### src/rtl/pattern_trigger_pkg.sv
// Shared types and constants for the programmable start-shifting pattern trigger.
// The defaults reproduce the legacy fixed 1101 sticky detector.
package pattern_trigger_pkg;

  typedef enum logic [1:0] {
    IDLE   = 2'd0,
    SEARCH = 2'd1,
    LOCKED = 2'd2
  } trig_state_t;

  localparam logic MODE_STICKY     = 1'b0;
  localparam logic MODE_CONTINUOUS = 1'b1;

  localparam int       DEFAULT_MAX_LEN = 8;
  localparam logic [7:0] DEFAULT_PAT_C = 8'b0000_1101;
  localparam int       DEFAULT_LEN_C   = 4;

endpackage

### src/rtl/pattern_window_cmp.sv
// Masked compare of the sampling window against the pattern; only the low
// i_len bits take part, higher pattern bits are don't-care.
module pattern_window_cmp #(
  parameter int MAX_LEN = 8,
  parameter int LEN_W   = $clog2(MAX_LEN + 1)
) (
  input  logic [MAX_LEN-1:0] i_window,
  input  logic [MAX_LEN-1:0] i_pat,
  input  logic [LEN_W-1:0]   i_len,
  output logic               o_match
);

  logic [MAX_LEN-1:0] w_mask;

  always_comb begin
    w_mask = '0;
    for (int i = 0; i < MAX_LEN; i++) begin
      w_mask[i] = (i < int'(i_len));
    end
  end

  assign o_match = (((i_window ^ i_pat) & w_mask) == '0);

endmodule

### src/rtl/pattern_timer_trigger_fsm.sv
// Programmable serial pattern detector driving start_shifting for the timer's
// shift/count stage. Sticky mode locks until ack; continuous mode pulses per match.
module pattern_timer_trigger_fsm
  import pattern_trigger_pkg::*;
#(
  parameter int               MAX_LEN     = DEFAULT_MAX_LEN,
  parameter int               CNT_W       = 8,
  parameter logic [MAX_LEN-1:0] DEFAULT_PAT = MAX_LEN'(DEFAULT_PAT_C),
  parameter int               DEFAULT_LEN = DEFAULT_LEN_C,
  localparam int              LEN_W       = $clog2(MAX_LEN + 1)
) (
  input  logic               clk,
  input  logic               reset,
  input  logic               data,
  input  logic               pat_load,
  input  logic [MAX_LEN-1:0] pat_value,
  input  logic [LEN_W-1:0]   pat_len,
  input  logic               mode,
  input  logic               ack,
  output logic               start_shifting,
  output logic               match_pulse,
  output logic [CNT_W-1:0]   match_count,
  output logic               cfg_err
);

  // The oldest history bit would only ever shift out, so it is not stored.
  trig_state_t          r_state, w_state_nxt;
  logic [MAX_LEN-2:0]   r_hist, w_hist_nxt;
  logic [LEN_W-1:0]     r_fill, w_fill_nxt;
  logic [MAX_LEN-1:0]   r_pat;
  logic [LEN_W-1:0]     r_len;
  logic                 r_mode;
  logic                 r_pulse, w_pulse_nxt;
  logic [CNT_W-1:0]     r_count;
  logic                 r_cfg_err;

  logic [MAX_LEN-1:0]   w_window;
  logic                 w_cmp;
  logic                 w_fill_ok;
  logic                 w_match;
  logic                 w_len_ok;

  assign w_window  = {r_hist, data};
  assign w_fill_ok = ({1'b0, r_fill} + (LEN_W + 1)'(1)) >= {1'b0, r_len};
  assign w_match   = w_cmp & w_fill_ok;
  assign w_len_ok  = (pat_len != '0) && (pat_len <= LEN_W'(MAX_LEN));

  pattern_window_cmp #(
    .MAX_LEN (MAX_LEN),
    .LEN_W   (LEN_W)
  ) u_cmp (
    .i_window (w_window),
    .i_pat    (r_pat),
    .i_len    (r_len),
    .o_match  (w_cmp)
  );

  always_comb begin
    w_state_nxt = r_state;
    w_hist_nxt  = r_hist;
    w_fill_nxt  = r_fill;
    w_pulse_nxt = 1'b0;
    if (pat_load) begin
      // The bit on data during a load cycle is discarded.
      w_state_nxt = w_len_ok ? SEARCH : IDLE;
      w_hist_nxt  = '0;
      w_fill_nxt  = '0;
    end else begin
      case (r_state)
        SEARCH: begin
          w_hist_nxt  = w_window[MAX_LEN-2:0];
          w_fill_nxt  = (r_fill == LEN_W'(MAX_LEN)) ? r_fill : r_fill + LEN_W'(1);
          w_pulse_nxt = w_match;
          if (w_match && (r_mode == MODE_STICKY)) begin
            w_state_nxt = LOCKED;
          end
        end
        LOCKED: begin
          if (ack) begin
            w_state_nxt = SEARCH;
            w_hist_nxt  = '0;
            w_fill_nxt  = '0;
          end
        end
        default: begin
        end
      endcase
    end
  end

  always_ff @(posedge clk) begin
    if (reset) begin
      r_state   <= SEARCH;
      r_hist    <= '0;
      r_fill    <= '0;
      r_pat     <= DEFAULT_PAT;
      r_len     <= LEN_W'(DEFAULT_LEN);
      r_mode    <= MODE_STICKY;
      r_pulse   <= 1'b0;
      r_count   <= '0;
      r_cfg_err <= 1'b0;
    end else begin
      r_state <= w_state_nxt;
      r_hist  <= w_hist_nxt;
      r_fill  <= w_fill_nxt;
      r_pulse <= w_pulse_nxt;
      if (pat_load) begin
        r_pat     <= pat_value;
        r_len     <= pat_len;
        r_mode    <= mode;
        r_cfg_err <= ~w_len_ok;
      end
      if (w_pulse_nxt && (r_count != {CNT_W{1'b1}})) begin
        r_count <= r_count + CNT_W'(1);
      end
    end
  end

  assign start_shifting = (r_mode == MODE_CONTINUOUS) ? r_pulse : (r_state == LOCKED);
  assign match_pulse    = r_pulse;
  assign match_count    = r_count;
  assign cfg_err        = r_cfg_err;

endmodule

### config.mk
export PLATFORM = sky130hd
export DESIGN_NAME = pattern_timer_trigger_fsm
export DESIGN_NICKNAME = d
export VERILOG_FILES = /design/src/rtl/pattern_trigger_pkg.sv /design/src/rtl/pattern_window_cmp.sv /design/src/rtl/pattern_timer_trigger_fsm.sv
export SDC_FILE = /design/constraint.sdc
export NUM_CORES = 1
export LEC_CHECK = 0
export BUFFER_PORTS_ARGS = -buffer_cell sky130_fd_sc_hd__buf_4
export CAP_MARGIN = 40
export CELL_PAD_IN_SITES_DETAIL_PLACEMENT = 2
export CELL_PAD_IN_SITES_GLOBAL_PLACEMENT = 2
export CORE_MARGIN = 2
export CORE_UTILIZATION = 30
export DETAILED_ROUTE_END_ITERATION = 16
export PLACE_DENSITY_LB_ADDON = 0.1
export SLEW_MARGIN = 20
export SYNTH_ARGS = -nofsm -noshare
export SYNTH_HDL_FRONTEND = slang
export SYNTH_SLANG_ARGS = --single-unit
### constraint.sdc
create_clock -name clk -period 2.1 [get_ports clk]
set_input_delay 0.315 -clock clk [delete_from_list [all_inputs] [get_ports clk]]
set_output_delay 0.315 -clock clk [all_outputs]
set_load 0.005 [all_outputs]
Word-level counts from Yosys, hierarchy flattened --
Index checks and enable logic that the tools add are counted.
Storage, ports and cells: logic and storage cells 59, register bits 36, input port bits 18, output and inout port bits 11
Operators by class: multiplexer cells 13, magnitude comparators 10, equal/unequal tests 8, reduce and logical (&&, ||, !) cells 11, add/subtract/negate cells 3, bitwise operators 5
Operators with widths (number):
- 3-bit by 4-bit < comparator with 1-bit output, first input constant | 4
- 7-bit case mux with 2 select lines | 1
- 8-bit by 1-bit adder with 8-bit output, second input constant | 1
- 8-bit AND | 1
- 8-bit zero test | 1
- 1-bit by 4-bit < comparator with 1-bit output, first input constant | 2
- 2-bit by 4-bit < comparator with 1-bit output, first input constant | 2
- 4-bit 2-to-1 mux | 2
- 8-bit inequality test, second input constant | 1
- 4-bit case mux with 2 select lines | 1
- 8-bit bitwise XOR | 1
- 7-bit 2-to-1 mux | 1
- 2-bit 2-to-1 mux | 3
- 3-bit inequality test, second input constant | 2
- 3-bit AND reduction | 2
- 4-bit by 1-bit adder with 5-bit output, second input constant | 1
- 5-bit by 4-bit greater-or-equal comparator with 1-bit output | 1
- 4-bit by 1-bit adder with 4-bit output, second input constant | 1
- 4-bit equality test, second input constant | 1
- 4-bit <= comparator, second input constant | 1
- 1-bit 2-to-1 mux | 4
- 2-bit inequality test, second input constant | 2
- 2-bit case mux with 2 select lines | 1
- 4-bit nonzero test | 1
- 9 further kinds | 12

Longest topological paths before layout --
Gate-level depths: netlist of the first run.
depth in word-level cells 8, depth in mapped cells 9, mapped depth without buffers 8

Modules after synthesis --
A second synthesis of the first run with hierarchy kept.
Unflattened totals: cell total of the unflattened synthesis 213, area total of the unflattened synthesis 1844.3 um^2
Modules (own cells, without submodules):
- pattern_timer_trigger_fsm | sequential area each 720.7 um^2, cells an instance 189, instances 1, area an instance 1679.1 um^2
- pattern_window_cmp | sequential area each 0.0 um^2, cells an instance 24, instances 1, area an instance 165.2 um^2

Least setup slack after synthesis of the first run --
OpenSTA, ideal clock, no wires.
path type register to register, start point register r_fill[0], end point register r_count[5] (netlist: match_count[5]), data required time 1.985 ns, cell stages (with the launch flop) 10, library setup time 0.115 ns, period minus slack after synthesis 2.098 ns, setup slack 0.002 ns, arrival 1.983 ns, path buffers 1, cell sequence dfxtp_1 > inv_1 > ha_1 > ha_1 > a211oi_1 > o21ai_0 > nand4_2 > buf_6 > o31a_1 > o21a_1
On the way: word-level cells in the longest chain between the ends 6
RTL lines:
- start: declaration | line pattern_timer_trigger_fsm.sv:29 | logic [LEN_W-1:0] r_fill, w_fill_nxt;
- start signal: assignment | line pattern_timer_trigger_fsm.sv:105 | r_fill <= w_fill_nxt;
- 4-bit by 1-bit adder with 5-bit output | line pattern_timer_trigger_fsm.sv:44 | assign w_fill_ok = ({1'b0, r_fill} + (LEN_W + 1)'(1)) >= {1'b0, r_len};
- 5-bit by 4-bit greater-or-equal comparator with 1-bit output | line pattern_timer_trigger_fsm.sv:44
- 1-bit AND | line pattern_timer_trigger_fsm.sv:45 | assign w_match = w_cmp & w_fill_ok;
- 1-bit 2-to-1 mux | line pattern_timer_trigger_fsm.sv:69 | case (r_state)
- 1-bit 2-to-1 mux | line pattern_timer_trigger_fsm.sv:63 | if (pat_load) begin
- 1-bit logical AND | line pattern_timer_trigger_fsm.sv:113 | if (w_pulse_nxt && (r_count != {CNT_W{1'b1}})) begin
- end signal: assignment | line pattern_timer_trigger_fsm.sv:114 | r_count <= r_count + CNT_W'(1);
- end: declaration | line pattern_timer_trigger_fsm.sv:34 | logic [CNT_W-1:0] r_count;
Every way passes these cells. A chain may end at the register's enable or synchronous reset.

Final worst setup path of the first run --
start point register r_fill[0], end point register r_count[3] (netlist: match_count[3])
The elaborated chain is that of the path after synthesis.

==> flow_summary.ini, run 1 <==
[worst_setup_path]
r2r_cells = 9
path_max_fanout = 6
slowest_delay_ps = 400
required_ps = 2330
cp.arrival_ps = 2270
cp-start-kind = register
crit_top_cell = ha_4
cp-end-kind = register
timing.rr.start = r_fill[0]
reg2reg_slack_ps = 70
rr_endpoint = match_count[3]
cp_cell_sequence = inv_4 > ha_4 > ha_4 > a211oi_2 > o21ai_2 > nand4_4 > buf_6 > or3_4 > a21oi_2
cp_slowest_cell = dfxtp_4
path_class = reg -> reg

[floorplanning]
start_util = 0.305
coreArea_sq_um = 5820
ioPinCount = 29
dieWidth_um = 80.9
die_area_sq_um = 6550
die_y_um = 80.9
rows = 28

[synth]
async_flop_share = 0
synth_top_area_frac = 0.406
synth_top_cell_by_area = dfxtp_1
netlist_area_sq_um = 1780
seq_area_frac_synth = 0.406
yosysMostFrequentCell = dfxtp_1
syn_nets = 230
ys_ff_latch = 36
syn_avg_cell_area_sq_um = 8.66
syn_inst = 205
synth-edff-count = 0
synthTopCellsByArea = dfxtp_1, mux2i_1, a21oi_1, nor2_1, ha_1
synth.distinct_cells = 42
ys_top_cells_by_count = dfxtp_1, nor2_1, nand2_1
synthFlopType = dfxtp_1
yosys_warnings = 0

[placed_design]
preCtsSetupSlack_ps = -298
dpl.hpwl_um = 4130
portBuffers = 28
placed_area_sq_um = 2120
gp_congestion = 0.920

[global_route]
grt_pass1_vias = 1698
track_usage = 0.176
grt_first_pass_wirelength_um = 8630
grt_max_degree = 21
antenna_found_initial = 0
overflow = 0

[route]
wirelength_um = 5540
ant_nets = 0
drtPass1Iterations = 2
wire_per_inst_um = 17.4
vias_per_cell = 5.02
vias = 1600
drc = 0
drtIter0Drc = 44

[layout]
final_area_sq_um = 2390
fillCellCount = 681
antennaDiodeCount = 0
fin_util = 0.411
syn2layout_area_growth_pct = 34.5
drive_above_1_share = 0.307
fin_nets = 268

[clock_network]
cts_tree = built
clock_sinks = 36
cts_buffer_depth = 2
cts_max_level = 2
numCtsBuffers = 5
worstSkewPairLatency_ps = 290
clk_pin_slew_ps = 80
clock-root-buffer = clkbuf_8

[min_path]
min_to = r_pat[0]
hold_class = in -> reg
hold_path_depth = 3
hp-start = pat_value[0]

[power]
power_mw = 1.55
power.leakage_nw = 0.951
vdd_drop_max_mv = 0.247
pwr_density_cell_nw_per_um2 = 648

[sta]
max_slew_margin = 0.659
clock_skew_ps = 5.54
fmax_ghz = 0.492
worst_pin_slew_ps = 510
finalHoldViolCount = 0
fin_crit_sh = 0.968
finalCriticalPeriod_ps = 2030
post-route-worst-setup-slack_ps = 66.4
rsz0062_at_grt = true
slew_violations = 0
setup_viol = 0

[outcome]
status = complete, no violations

[job]
maxCapViolCount = 0
[worst max-delay path, delay by kind of cell, from the launching register on]
kind,cells,cell delay (ps)
flip-flops,1,400
buffers and inverters,2,210
AND/OR/NAND/NOR,2,470
AO/OA/AOI/OAI,3,400
adder cells (fa/ha/maj),2,510
[sequential cells by signal, summed over array words and instances, names as in the netlist]
| signal | count |
|---|---|
| r_pat | 8 |
| r_mode | 1 |
| cfg_err | 1 |
| r_fill | 4 |
| r_hist | 7 |
| r_state | 2 |
| match_count | 8 |
| match_pulse | 1 |
| r_len | 4 |
[metrics by stage]
stage               hold WS [ps]  instances  TNS, ps
global placement             440        309     -420
floorplan                    444        205        0
global route                 243        319    -74.2
detailed placement           477        309    -1540
CTS                          238        319    -92.2
finish                       240        319        0
[routing by layer]
metal,GRT usage,vias up,part of all wire
li1,-,789,-
met1,0.221,786,0.45
met2,0.302,20,0.52
met3,0.0378,5,0.025
met4,0.0508,0,0.0096
met5,0,-,0
[area by class of cell]
type / count / area [sq um] / area share
well taps: 75 / 93.8 / 0.0393
inverters: 9 / 36.3 / 0.0152
multi-input cells: 150 / 1110 / 0.463
clock inverters: 3 / 42.5 / 0.0178
clock buffers: 5 / 68.8 / 0.0288
repair buffers: 41 / 312 / 0.130
flip-flops and latches: 36 / 729 / 0.305
[power by group]
| group | total, mW | internal (mW) | switching, mW |
|---|---|---|---|
| clock network | 0.613 | 0.351 | 0.262 |
| logic | 0.203 | 0.0990 | 0.104 |
| registers | 0.733 | 0.705 | 0.0281 |
[worst max-delay path by stage]
stage	start	endpoint	slack [ps]
floorplan	r_fill[0]	match_count[5]	2
global placement	r_fill[0]	match_count[7]	-120
detailed placement	r_fill[0]	match_count[7]	-300
CTS	r_fill[0]	match_count[3]	-40
global route	r_fill[0]	match_count[3]	-40
finish	r_fill[0]	match_count[3]	70
[logic make-up (layout without fill, tap and decap cells)]
kind of cell             after synthesis  after routing  synth area share
multiplexers                          13             13            0.0733
AO/OA/AOI/OAI                         46             46             0.166
flip-flops                            36             36             0.406
adder cells (fa/ha/maj)                7              7            0.0493
AND/OR/NAND/NOR                       72             72             0.202
XOR/XNOR                              12             12            0.0592
buffers and inverters                 19             58            0.0444
[cells in the final DEF (no fill, tap or decap), types with 4 or more instances in the layout]
cell type,Yosys,routed
nor2_1,24,24
dfxtp_1,36,33
nand2_1,20,20
ha_4,0,4
buf_4,0,40
nand3_1,5,4
clkbuf_8,0,5
xnor2_1,9,8
a21oi_1,19,17
mux2i_1,13,13
inv_1,9,7
[timing repair]
action                                  in CTS  in global routing
endpoints found under the setup margin       8                  8
gates resized for setup                     11                 20
hold buffers                                 0                  0
pin swaps                                    7                  7
buffers inserted                             2                  0
Power figures use the tool's default switching activity.
==> inputs of run 2 (changes only) <==
--- a/config.mk
+++ b/config.mk
@@ -13,7 +13,9 @@
 export CORE_UTILIZATION = 30
 export DETAILED_ROUTE_END_ITERATION = 16
 export PLACE_DENSITY_LB_ADDON = 0.1
+export RECOVER_POWER = 100
 export SLEW_MARGIN = 20
 export SYNTH_ARGS = -nofsm -noshare
 export SYNTH_HDL_FRONTEND = slang
 export SYNTH_SLANG_ARGS = --single-unit
+export TNS_END_PERCENT = 20
==> run 2 against run 1 <==
Hold slack gained 1.3 ps. Sequential cell count did not move. Critical path depth unchanged. Sequential share of layout area up 0.096 points. Cell count stayed put. Sequential power hardly changed. First-iteration DRC count increased by 2.3%. Register-to-register slack hardly changed. Via count stayed put.
==> flow_summary.ini, run 2 (same netlist as run 1, synthesis figures left out) <==
[route]
drtIter0Drc = 45
wire_per_inst_um = 17.3
vias = 1600
ant_nets = 0
vias_per_cell = 5.02
wirelength_um = 5520
drtPass1Iterations = 2
drc = 0

[layout]
fin_util = 0.409
final_cells = 319
antennaDiodeCount = 0
layout_common_cells = dfxtp_1, buf_4, nor2_1, nand2_1, a21oi_1
drive_above_1_share = 0.295
final_area_sq_um = 2380
syn2layout_area_growth_pct = 34.1
fillCellCount = 681
final_common_cell = dfxtp_1
fin_nets = 268

[global_route]
track_usage = 0.176
top_usage_layer = met2
antenna_found_initial = 0
use_met2 = 0.302
grt_pass1_vias = 1698
grt_use_met3 = 0.0378
overflow = 0
use_met1 = 0.221
grt_max_degree = 21
grt_first_pass_wirelength_um = 8630

[power]
seq_power_share = 0.474
power_mw = 1.55
p_sw_uw = 394
power.leakage_nw = 0.938
sw_frac_of_total = 0.255
power.internal_mw = 1.15
pwr-share-clk = 0.396
vdd_drop_max_mv = 0.247
pwr_density_cell_nw_per_um2 = 650
pwr-share-comb = 0.130

[placed_design]
portBuffers = 28
placedCellCount = 309
placed_area_sq_um = 2120
preCtsSetupSlack_ps = -298
dpl.hpwl_um = 4130
gp_congestion = 0.920

[worst_setup_path]
cp-start-kind = register
cp-end-kind = register
required_ps = 2330
timing.rr.start = r_fill[0]
crit_family = adder cells
cp.arrival_ps = 2270
slowest_delay_ps = 400
cp_slowest_cell = dfxtp_4
critPathBufInv = 2
path_class = reg -> reg
crit_top_cell = ha_4
cp_cell_sequence = inv_4 > ha_4 > ha_4 > a211oi_2 > o21ai_2 > nand4_4 > buf_6 > or3_4 > a21oi_2
path_max_fanout = 6
startpoint = r_fill[0]

[sta]
slew_violations = 0
finalHoldViolCount = 0
finalCriticalPeriod_ps = 2030
setup_viol = 0
clock_skew_ps = 5.28
max_slew_margin = 0.168
fin_crit_sh = 0.968
fmax_ghz = 0.492
rsz0062_at_grt = true
post-route-worst-setup-slack_ps = 67.0
worst_pin_slew_ps = 1250

[outcome]
status = complete, no violations

[clock_network]
cts_max_level = 2
clk_pin_slew_ps = 80
cts_buffer_depth = 2
worstSkewPairLatency_ps = 290
cts_tree = built
holdBufCountCts = 0
clock-root-buffer = clkbuf_8
clock_sinks = 36
numCtsBuffers = 5

[min_path]
hp-start = pat_value[0]
hold_class = in -> reg

[floorplanning]
ioPinCount = 29
die_area_sq_um = 6550
die_y_um = 80.9
start_util = 0.305
coreArea_sq_um = 5820
dieWidth_um = 80.9
rows = 28

[job]
maxCapViolCount = 0
[run 2: routing by layer]
layer  vias up  share of wire
met4         0         0.0096
met3         5          0.025
met2        20           0.52
li1        789              -
met1       786           0.44
met5         -              0
[run 2: layout make-up]
| cell class | count | area (sq um) | share of cell area |
|---|---|---|---|
| Clock inverter | 3 | 42.5 | 0.0179 |
| Inverter | 9 | 36.3 | 0.0152 |
| Timing Repair Buffer | 41 | 304 | 0.128 |
| Multi-Input combinational cell | 150 | 1110 | 0.465 |
| Sequential cell | 36 | 729 | 0.306 |
| Tap cell | 75 | 93.8 | 0.0394 |
| Clock buffer | 5 | 68.8 | 0.0289 |
[run 2: worst paths after layout]
check / endpoint / slack, ps / cells after the start
max reg2reg: match_count[3] / 70 / 9
max: match_count[3] / 70 / 9
min reg2reg: cfg_err / 480 / 1
min: r_pat[0] / 240 / 3
[run 2: stage by stage]
| stage | setup TNS, ps | hold WS [ps] |
|---|---|---|
| 2_1_floorplan | 0 | 444 |
| 3_3_place_gp | -420 | 440 |
| 3_5_place_dp | -1540 | 477 |
| 4_1_cts | -92.2 | 238 |
| 5_1_grt | -92.6 | 244 |
| 6_report | 0 | 241 |
[run 2: worst register-to-register path, cell delays in order (launching register included)]
cell and delay (ps):
dfxtp_4 400, inv_4 40, ha_4 250, ha_4 260
a211oi_2 70, o21ai_2 190, nand4_4 140, buf_6 170
or3_4 330, a21oi_2 140
[run 2: power by group through the flow]
stage          Combinational (mW)  Clock, mW  Sequential [mW]
2_1_floorplan               0.112          0            0.740
3_3_place_gp                0.172          0            0.745
3_5_place_dp                0.182          0            0.748
4_1_cts                     0.187      0.632            0.732
5_1_grt                     0.223      0.670            0.736
6_report                    0.201      0.613            0.733
[run 2: repair_timing]
item,in CTS,in global routing
endpoints found under the setup margin,8,8
setup buffers,2,0
resized for setup,11,20
pin swaps,7,7
==> inputs of run 3 (changes only) <==
--- a/config.mk
+++ b/config.mk
@@ -12,8 +12,10 @@
 export CORE_MARGIN = 2
 export CORE_UTILIZATION = 30
 export DETAILED_ROUTE_END_ITERATION = 16
+export GPL_TIMING_DRIVEN = 0
 export PLACE_DENSITY_LB_ADDON = 0.1
 export RECOVER_POWER = 100
+export SETUP_SLACK_MARGIN = 0.3
 export SLEW_MARGIN = 20
 export SYNTH_ARGS = -nofsm -noshare
 export SYNTH_HDL_FRONTEND = slang
==> run 3 against run 2 <==
Wire length shrank 1.3%. Via count grew 2.6%. Non-clock buffer count grew 1. Sequential cell count is the same. Design area shrank 3.6%.
==> flow_summary.ini, run 3 (same netlist as run 1, synthesis figures left out) <==
[worst_setup_path]
slowest_delay_ps = 370
path_max_fanout = 8
crit_family = simple AND/OR/NAND/NOR gates
cp-start-kind = register
path_class = reg -> reg
cp-end-kind = register
crit_top_cell = o21ai_2
cp_slowest_cell = dfxtp_4
critPathBufInv = 1
required_ps = 2320
cp.arrival_ps = 2300
cp_cell_sequence = ha_4 > xor2_1 > ha_1 > o21ai_2 > o21ai_2 > nand4_2 > buf_6 > or3_1 > a21oi_2

[placed_design]
gp_congestion = 0.747
placedCellCount = 307
portBuffers = 27
dpl.hpwl_um = 4250

[global_route]
track_usage = 0.187
grt_pass1_vias = 1854
antenna_found_initial = 0
overflow = 0
grt_max_degree = 12
grt_first_pass_wirelength_um = 9200

[layout]
antennaDiodeCount = 0
drive_above_1_share = 0.273
syn2layout_area_growth_pct = 29.2
final_cells = 320
fin_nets = 269
final_common_cell = dfxtp_1
layout_common_cells = dfxtp_1, nor2_1, buf_4, nand2_1, a21oi_1

[clock_network]
clock-root-buffer = clkbuf_8
cts_buffer_depth = 2
holdBufCountCts = 0
cts_max_level = 2
clock_sinks = 36
numCtsBuffers = 5
cts_tree = built
worstSkewPairLatency_ps = 290
clk_pin_slew_ps = 80

[floorplanning]
die_area_sq_um = 6550
ioPinCount = 29
coreArea_sq_um = 5820
die_y_um = 80.9
dieWidth_um = 80.9
rows = 28
start_util = 0.305

[power]
seq_power_share = 0.519
power.leakage_nw = 0.906
pwr-share-clk = 0.342
p_sw_uw = 382
pwr_density_cell_nw_per_um2 = 616
vdd_drop_max_mv = 0.302
sw_frac_of_total = 0.270
pwr-share-comb = 0.139
power.internal_mw = 1.03

[sta]
finalHoldViolCount = 0
max_slew_margin = 0.557
finalCriticalPeriod_ps = 2070
setup_tns_ps = 0
fin_crit_sh = 0.988
slew_violations = 0
worst_pin_slew_ps = 664
clock_skew_ps = 8.53
fmax_ghz = 0.482
setup_viol = 0
rsz0062_at_grt = true

[route]
wire_per_inst_um = 17.0
drc = 0
drtPass1Iterations = 4
vias = 1641
vias_per_cell = 5.13
ant_nets = 0
wirelength_um = 5450
drtIter0Drc = 26

[min_path]
hold_class = in -> reg

[outcome]
status = complete, no violations

[job]
maxCapViolCount = 0
## run 3: cell count changes in the layout (fill, tap and decap cells not counted), moves of 3 or more
cell	before	now
buf_4	28	21
dfxtp_2	1	4
dfxtp_1	33	30
clkbuf_2	0	3
clkbuf_1	2	7
## run 3: power groups by stage
stage	sequential [mW]	clock [mW]	combinational, mW
after floorplan	0.741	0	0.113
after global placement	0.748	0	0.166
after detailed placement	0.751	0	0.180
after CTS	0.734	0.506	0.201
after global routing	0.738	0.547	0.221
final	0.734	0.483	0.197
## run 3: stage by stage
step           total power, mW  worst slack, ps  hold WS, ps  instance area (sq um)  utilization
4_1_cts                   1.44            -6.80          238                   2270        0.390
2_1_floorplan            0.854              155          444                   1790            -
3_5_place_dp             0.931             -180          446                   2090        0.359
6_report                  1.41             25.6          245                   2290        0.395
3_3_place_gp             0.914             -101          443                   2090        0.359
5_1_grt                   1.51            -54.6          239                   2290        0.395
## run 3: repair_timing
action | in CTS | in global routing
pin swaps | 9 | 4
buffers inserted | 4 | 1
hold endpoints to repair | 0 | 0
resized for setup | 15 | 9
endpoints found under the setup margin | 11 | 12
## run 3: worst paths after layout
check	start	to	slack, ps	cells past startpoint
setup / recovery	r_fill[0]	match_count[3]	30	9
hold / removal	pat_value[3]	r_pat[3]	240	3
setup reg to reg	r_fill[0]	match_count[3]	30	9
hold reg to reg	cfg_err	cfg_err	460	1
## run 3: final cells by class
type / count / area, sq um
Clock buffer: 7 / 76.3
Timing Repair Buffer: 32 / 240
Clock inverter: 1 / 5.00
Inverter: 9 / 33.8
Buffer: 10 / 48.8
Fill cell: 684 / 3520
Sequential cell: 36 / 733
Multi-Input combinational cell: 150 / 1060
Tap cell: 75 / 93.8
## run 3: per-layer routing
metal,up-vias,share of wire,global-route usage
met2,21,0.54,0.345
met5,-,0,0
li1,800,-,-
met3,4,0.027,0.0422
met1,816,0.43,0.217
met4,0,0.0077,0.0458
## run 3: worst reg2reg max path: cells and delay by family (launching register included)
family	cells	cell delay, ps
and+or+nand+nor	2	490
adders and majority gates	2	450
DFF	1	370
AOI/OAI and AO/OA	3	370
buffers and inverters	1	190
xor gates and xnor gates	1	140
